**config.mk**
```make
export PLATFORM = sky130hd
export DESIGN_NAME = pipe_hazard_unit
export DESIGN_NICKNAME = d
export VERILOG_FILES = /design/src/rtl/pipe_hazard_unit.sv
export SDC_FILE = /design/constraint.sdc
export NUM_CORES = 1
export LEC_CHECK = 0
export ABC_AREA = 1
export BUFFER_PORTS_ARGS = -buffer_cell sky130_fd_sc_hd__buf_2
export CORE_MARGIN = 2
export CORE_UTILIZATION = 47
export DETAILED_ROUTE_END_ITERATION = 8
export PLACE_DENSITY = 0.84
export SLEW_MARGIN = 20
export SYNTH_ARGS = -nofsm -noshare
export SYNTH_HDL_FRONTEND = slang
export SYNTH_SLANG_ARGS = --single-unit
```
**constraint.sdc**
```tcl
create_clock -name clk -period 2.5 [get_ports clk]
set_input_delay 0.5 -clock clk [delete_from_list [all_inputs] [get_ports clk]]
set_output_delay 0.5 -clock clk [all_outputs]
set_load 0.005 [all_outputs]
```
**src/rtl/pipe_hazard_unit.sv**
```systemverilog
// Hazard and forwarding controller for the 5-stage MIPS pipeline: operand forwarding,
// load-use and multiply/divide interlocks, data-memory freeze and a stall-cycle counter.
module pipe_hazard_unit #(
   parameter int REG_AW = 5,
   parameter int MD_LAT = 4,
   parameter int CNT_W  = 16,
   localparam int MD_W  = $clog2(MD_LAT + 1)
) (
   input  logic              clk,
   input  logic              rst,
   input  logic              id_valid,
   input  logic [REG_AW-1:0] id_rs,
   input  logic [REG_AW-1:0] id_rt,
   input  logic              id_rs_use,
   input  logic              id_rt_use,
   input  logic              id_is_md,
   input  logic              id_uses_hilo,
   input  logic              redirect,
   input  logic              ex_wreg,
   input  logic              ex_m2reg,
   input  logic [REG_AW-1:0] ex_wr,
   input  logic              mem_wreg,
   input  logic              mem_m2reg,
   input  logic [REG_AW-1:0] mem_wr,
   input  logic              mem_ready,
   input  logic              stall_cnt_clr,
   output logic [1:0]        fwda,
   output logic [1:0]        fwdb,
   output logic              stall_if,
   output logic              bubble_ex,
   output logic              freeze,
   output logic              flush_if,
   output logic              md_busy,
   output logic [MD_W-1:0]   md_cnt,
   output logic [CNT_W-1:0]  stall_cnt
);

   logic [MD_W-1:0]  md_cnt_r;
   logic [CNT_W-1:0] stall_cnt_r;
   logic             lu_haz_s;
   logic             md_haz_s;
   logic             md_issue_s;

   // EX results beat MEM results; register 0 is hardwired and never forwarded.
   function automatic logic [1:0] fwd_sel(
      input logic [REG_AW-1:0] src,
      input logic              src_use,
      input logic              exw,
      input logic              exm,
      input logic [REG_AW-1:0] exr,
      input logic              mw,
      input logic              mm,
      input logic [REG_AW-1:0] mr
   );
      logic ex_hit;
      logic mem_hit;
      ex_hit  = src_use && exw && (exr != {REG_AW{1'b0}}) && (exr == src);
      mem_hit = src_use && mw && (mr != {REG_AW{1'b0}}) && (mr == src);
      if (ex_hit && !exm) begin
         return 2'b01;
      end else if (mem_hit && !mm) begin
         return 2'b10;
      end else if (mem_hit && mm) begin
         return 2'b11;
      end else begin
         return 2'b00;
      end
   endfunction

   // Hazard detection and pipeline control decode.
   always_comb begin
      fwda       = fwd_sel(id_rs, id_rs_use, ex_wreg, ex_m2reg, ex_wr, mem_wreg, mem_m2reg, mem_wr);
      fwdb       = fwd_sel(id_rt, id_rt_use, ex_wreg, ex_m2reg, ex_wr, mem_wreg, mem_m2reg, mem_wr);
      md_busy    = (md_cnt_r != {MD_W{1'b0}});
      lu_haz_s   = id_valid && ex_wreg && ex_m2reg && (ex_wr != {REG_AW{1'b0}}) &&
                   ((id_rs_use && (ex_wr == id_rs)) || (id_rt_use && (ex_wr == id_rt)));
      md_haz_s   = id_valid && md_busy && (id_is_md || id_uses_hilo);
      freeze     = mem_m2reg && !mem_ready;
      stall_if   = freeze || md_haz_s || lu_haz_s;
      // A frozen pipe must not also swallow the ID instruction; the hazard is re-seen afterwards.
      bubble_ex  = !freeze && (md_haz_s || lu_haz_s);
      flush_if   = redirect && id_valid && !stall_if;
      md_issue_s = id_valid && id_is_md && !stall_if;
      md_cnt     = md_cnt_r;
      stall_cnt  = stall_cnt_r;
   end

   // MD busy countdown (keeps running through freezes) and saturating stall counter.
   always_ff @(posedge clk) begin
      if (rst) begin
         md_cnt_r    <= {MD_W{1'b0}};
         stall_cnt_r <= {CNT_W{1'b0}};
      end else begin
         if (md_issue_s) begin
            md_cnt_r <= MD_W'(MD_LAT);
         end else if (md_cnt_r != {MD_W{1'b0}}) begin
            md_cnt_r <= md_cnt_r - {{(MD_W-1){1'b0}}, 1'b1};
         end else begin
            md_cnt_r <= md_cnt_r;
         end

         if (stall_cnt_clr) begin
            stall_cnt_r <= {CNT_W{1'b0}};
         end else if (stall_if && (stall_cnt_r != {CNT_W{1'b1}})) begin
            stall_cnt_r <= stall_cnt_r + {{(CNT_W-1){1'b0}}, 1'b1};
         end else begin
            stall_cnt_r <= stall_cnt_r;
         end
      end
   end

endmodule
```
== Word level (Yosys, flattened, before mapping) ==
Cells that the tools add are included.
Storage, ports and cells
  flip-flop bits (word level): 19
  input port bits: 34
  output and inout port bits: 28
  word-level logic and storage cells: 67
Operators by class
  add/subtract/negate cells: 2
  equal/unequal tests: 5
  multiplexer cells: 8
  reduce and logical (&&, ||, !) cells: 49
Operator list (count)
  1-bit logical AND: 33
  5-bit equality test: 4
  16-bit by 1-bit adder with 16-bit output, second input constant: 1
  16-bit inequality test, second input constant: 1
  2-bit two-way mux: 6
  5-bit nonzero test: 2
  3-bit two-way mux: 2
  1-bit logical NOT: 5
  1-bit logical OR: 5
  2-bit OR reduction: 2
  3-bit nonzero test: 1
  3-bit by 1-bit subtractor with 3-bit output, second input constant: 1
  2-bit nonzero test: 1

== Longest topological paths before layout ==
  word-level depth: 8
  mapped depth: 12
  gate-level depth less buffers: 11

== Worst setup path before layout ==
Ideal clock, no wire load.
  path type: flip-flop to output port
  start point: register md_cnt_r[0], in the netlist md_cnt[0]
  end point: output port flush_if
  data arrival time: 1394 ps
  required time: 2000 ps
  slack: 606 ps
  stages on the path, launching flop included: 10
  buffers on the path: 1
  path through: dfxtp_1 inv_1 ha_1 nand2_1 o211ai_1 o21ai_0 inv_1 nand2_1 buf_2 nor2_1
On the way
  cells in the longest elaborated chain, start to end: 7
Ends and longest elaborated chain
  start: declaration: RTL line 38  | logic [MD_W-1:0] md_cnt_r;
  start signal: assignment: RTL line 91  | md_cnt_r <= {MD_W{1'b0}};
  start signal: assignment: RTL line 95  | md_cnt_r <= MD_W'(MD_LAT);
  start signal: assignment: RTL line 97  | md_cnt_r <= md_cnt_r - {{(MD_W-1){1'b0}}, 1'b1};
  3-bit nonzero test: RTL line 74  | md_busy = (md_cnt_r != {MD_W{1'b0}});
  named net md_busy: RTL line 33  | output logic md_busy,
  1-bit logical AND (2 in series): RTL line 77  | md_haz_s = id_valid && md_busy && (id_is_md || id_uses_hilo);
  1-bit logical OR (2 in series): RTL line 79  | stall_if = freeze || md_haz_s || lu_haz_s;
  named net stall_if: RTL line 29  | output logic stall_if,
  1-bit logical NOT: RTL line 82  | flush_if = redirect && id_valid && !stall_if;
  1-bit logical AND: RTL line 82
  end: declaration: RTL line 32  | output logic flush_if,
The timed path passes the listed nets, and every way through them passes these cells.

== Final worst setup path ==
  start point: register md_cnt_r[0], in the netlist md_cnt[0]
  end point: output port flush_if
On the way
  cells in the longest elaborated chain, start to end: 7
Ends and longest elaborated chain (RTL line)
  3-bit nonzero test: 74
  1-bit logical AND (2 in series): 77
  1-bit logical OR (2 in series): 79
  1-bit logical NOT: 82
  1-bit logical AND: 82
No other way between the ends.

==> results by group <==
Status
  – Status: complete, no violations

Global route
  – Tot GR Track Use: around a fifth
  – Grt total ovfl: 0
  – Largest net degree at the start of global routing: 20
  – Initial antenna violation count: 0
  – First-pass GRT wire length: ~6200 um
  – Vias in the first global route: between 1.5k and 2k

Placement
  – Dpl ws: approximately 470 ps
  – IO buf count: 61
  – HPWL after DPL: between 3000 and 4000 um
  – Placer Congestion: ~0.89

Layout
  – N_diodes: 0
  – Multi-input gate area: about 1000 sq um
  – Layout cells sized above 1: between 20% and 30%
  – Net count, final: ~360
  – Fillers: 335
  – Seq. cell area: roughly 380 sq um
  – Syn-to-layout area delta: 23.7%

Synthesis
  – Flops & latches, synth: 19
  – Avg Inst Size Synth: between 5 and 6 sq um
  – Post-Syn Nets: 295
  – Mapped Cells: around 260
  – Synth top cells by count: nand2_1, inv_1, nor2_1
  – Synth area leader: dfxtp_1
  – Netlist Area Pre-Place: around 1500 sq um
  – EDFF count, synth: 0
  – Predominant post-synthesis flop cell: dfxtp_1
  – Post-synth cell types: 27
  – Sequential share of the synthesized area: roughly a quarter
  – Area share of the largest cell type after synthesis: about a quarter
  – Async SR Flop Fraction: 0%
  – Most common cell in the synthesized netlist: nand2_1
  – Yosys warns: 0
  – Largest cells by area after synthesis: dfxtp_1, nand2_1, inv_1, nand3_1, nor2_1

STA
  – Worst-Margin Slew: 478 ps
  – Final Skew: ~2.2 ps
  – Slew headroom: about two thirds
  – Setup WS post-layout: ~290 ps
  – Crit share post-route: 88.4%
  – Unrepaired setup endpoints after global routing: false
  – # setup viols final: 0
  – Fin crit period: about 2200 ps
  – Fin Setup TNS: 0 ps
  – Max-slew violations: 0
  – Count of final hold-check violations: 0
  – Max frequency: around 0.45 GHz

Clocking
  – Inserted Clock Buffers: 3
  – Clock insertion delay at the later pin of the skew report: 300 ps
  – CTS root buf: clkbuf_4
  – Clock transition at path regs: 110 ps
  – TritonCTS clock tree: built
  – Sink Count: 19
  – Hold_buf cts: 0
  – Max clock buf depth: 2
  – Post-CTS sizing: 0
  – Postcts setup bufs: 0
  – H-tree levels: 1

Critical path
  – Crit. End Element: primary output
  – R2R Path Start: md_cnt[0]
  – CP top delay family: simple AND/OR/NAND/NOR gates
  – Max incr delay on CP: approximately 330 ps
  – Reg2reg setup slack: around 570 ps
  – Crit-path cells: inv_1, ha_1, nand2_1, o211ai_1, o21ai_0, inv_1, nand2_1, nor2_1, buf_2
  – Crit path arrival time: around 1700 ps
  – Slowest cell on the critical path: dfxtp_1
  – Worst setup SP type: flop
  – Worst R2R End: stall_cnt[11]
  – Worst setup path category: flop to primary output
  – CP Data Required Time: about 2000 ps
  – Crit Path Max Fanout: 5
  – Reg2reg path depth: 11
  – CP Buf/Inv Count: 3

Floorplanning
  – Top Ports: 62
  – Num rows: 20
  – Core area: 3080 sq um
  – Die height: approximately 61 um
  – Die ar.: 3740 sq um
  – Initial Util: roughly half
  – Die Width: approximately 61 um

Detailed routing
  – Residual DRC count: 0
  – Post-route ant nets: 0
  – Total routed wirelength: ~3900 um
  – Via Count: 1804
  – TritonRoute pass-1 iters: 4
  – Via density per instance: about 5
  – DR iter-0 viols: 107
  – Mean routed wirelength per cell: between 10 and 15 um

Pwr
  – Power per cell area: about 450 nW/um^2
  – Maximum vdd ir drop: 0.261 mV
  – Leakage: around 0.99 nW

Worst hold path
  – Hold EP: md_cnt[2]
  – Hold_sp: rst
  – Hold depth: 2
  – Type of the worst min-delay path: input pin to flop

Flow run
  – Max-cap viol count: 0
[cells in the final DEF (no fill, tap or decap)]
| cell type | instances |
|---|---|
| nand2_1 | 82 |
| ha_1 | 3 |
| buf_2 | 61 |
| nand3b_1 | 1 |
| o211ai_1 | 2 |
| o221ai_1 | 1 |
| clkinv_2 | 1 |
| o21ai_0 | 6 |
| nor2_2 | 1 |
| o2111ai_1 | 1 |
| nor2_1 | 29 |
| and3_1 | 1 |
| a21oi_2 | 1 |
| nand3_1 | 24 |
| a21oi_1 | 21 |
| xor2_1 | 5 |
| buf_4 | 1 |
| dfxtp_1 | 19 |
| xnor2_1 | 9 |
| o22ai_1 | 1 |
| nand4_1 | 5 |
| clkbuf_4 | 3 |
| nor3_1 | 5 |
| nand3_2 | 1 |
| nand3b_4 | 1 |
| inv_1 | 33 |
| nand2_4 | 1 |
[flip-flops by register name (all words and copies together) (netlist names)]
name,flops
md_cnt,3
stall_cnt,16
[final cells by class]
cell class	count	area share (%)
Tap cell	44	2.90
Sequential cell	19	20.1
Inverter	33	6.53
Clock inverter	1	0.264
Multi-Input combinational cell	201	52.6
Timing Repair Buffer	62	16.5
Clock buffer	3	1.19
[worst register-to-register path, cell delays in order (launching register included)]
cell and delay, ps:
dfxtp_1 350, inv_1 80, ha_1 210, nand2_1 150, o211ai_1 120, o21ai_0 100, inv_1 80, nand2_1 150
buf_4 260, nand2_4 150, nand2_1 100, a21oi_1 60
[worst max-delay path by stage]
| stage | depth (start not counted) | startpoint | to |
|---|---|---|---|
| 6_report | 9 | md_cnt[0] | flush_if |
| 5_1_grt | 9 | md_cnt[0] | flush_if |
| 3_5_place_dp | 13 | id_rs[0] | stall_cnt[13] |
| 4_1_cts | 9 | md_cnt[0] | flush_if |
| 3_3_place_gp | 13 | id_rs[0] | stall_cnt[7] |
| 2_1_floorplan | 9 | md_cnt[0] | flush_if |
[routing by layer]
layer	vias to the layer above	global-route usage [%]	share of wire, %	wire length, um
li1	951	-	-	-
met1	784	28.1	45	1750
met5	-	0	0	0
met3	6	1.89	5.8	225
met4	0	4.66	0.82	32
met2	63	37.8	48	1880
[logic make-up (layout without fill, tap and decap cells)]
group / Yosys count / in the layout / synth area share, %
flip-flops: 19 / 19 / 24.8
adder cells (fa/ha/maj): 3 / 3 / 2.45
AO/OA/AOI/OAI: 33 / 33 / 11.9
buffers and inverters: 38 / 99 / 10.2
XOR/XNOR: 14 / 14 / 7.99
AND/OR/NAND/NOR: 151 / 151 / 42.7
[metrics by stage]
| step | power (mW) | instances | utilization, % | hold slack (ps) | area, sq um |
|---|---|---|---|---|---|
| final | 0.855 | 363 | 61.6 | 372 | 1900 |
| after global routing | 0.930 | 363 | 61.6 | 367 | 1900 |
| after CTS | 0.865 | 363 | 61.6 | 374 | 1900 |
| after detailed placement | 0.710 | 359 | 60.7 | 494 | 1870 |
| after global placement | 0.698 | 359 | 60.7 | 488 | 1870 |
| after floorplan | 0.588 | 258 | - | 480 | 1530 |
[report_power, final]
| part | internal, mW | leakage [nW] | total, mW | switching [mW] |
|---|---|---|---|---|
| combinational | 0.141 | 0.819 | 0.356 | 0.215 |
| clock | 0.0597 | 0.0177 | 0.156 | 0.0965 |
| sequential | 0.327 | 0.154 | 0.343 | 0.0156 |
| total | 0.528 | 0.990 | 0.855 | 0.327 |
(Power assumes the default switching activity.)
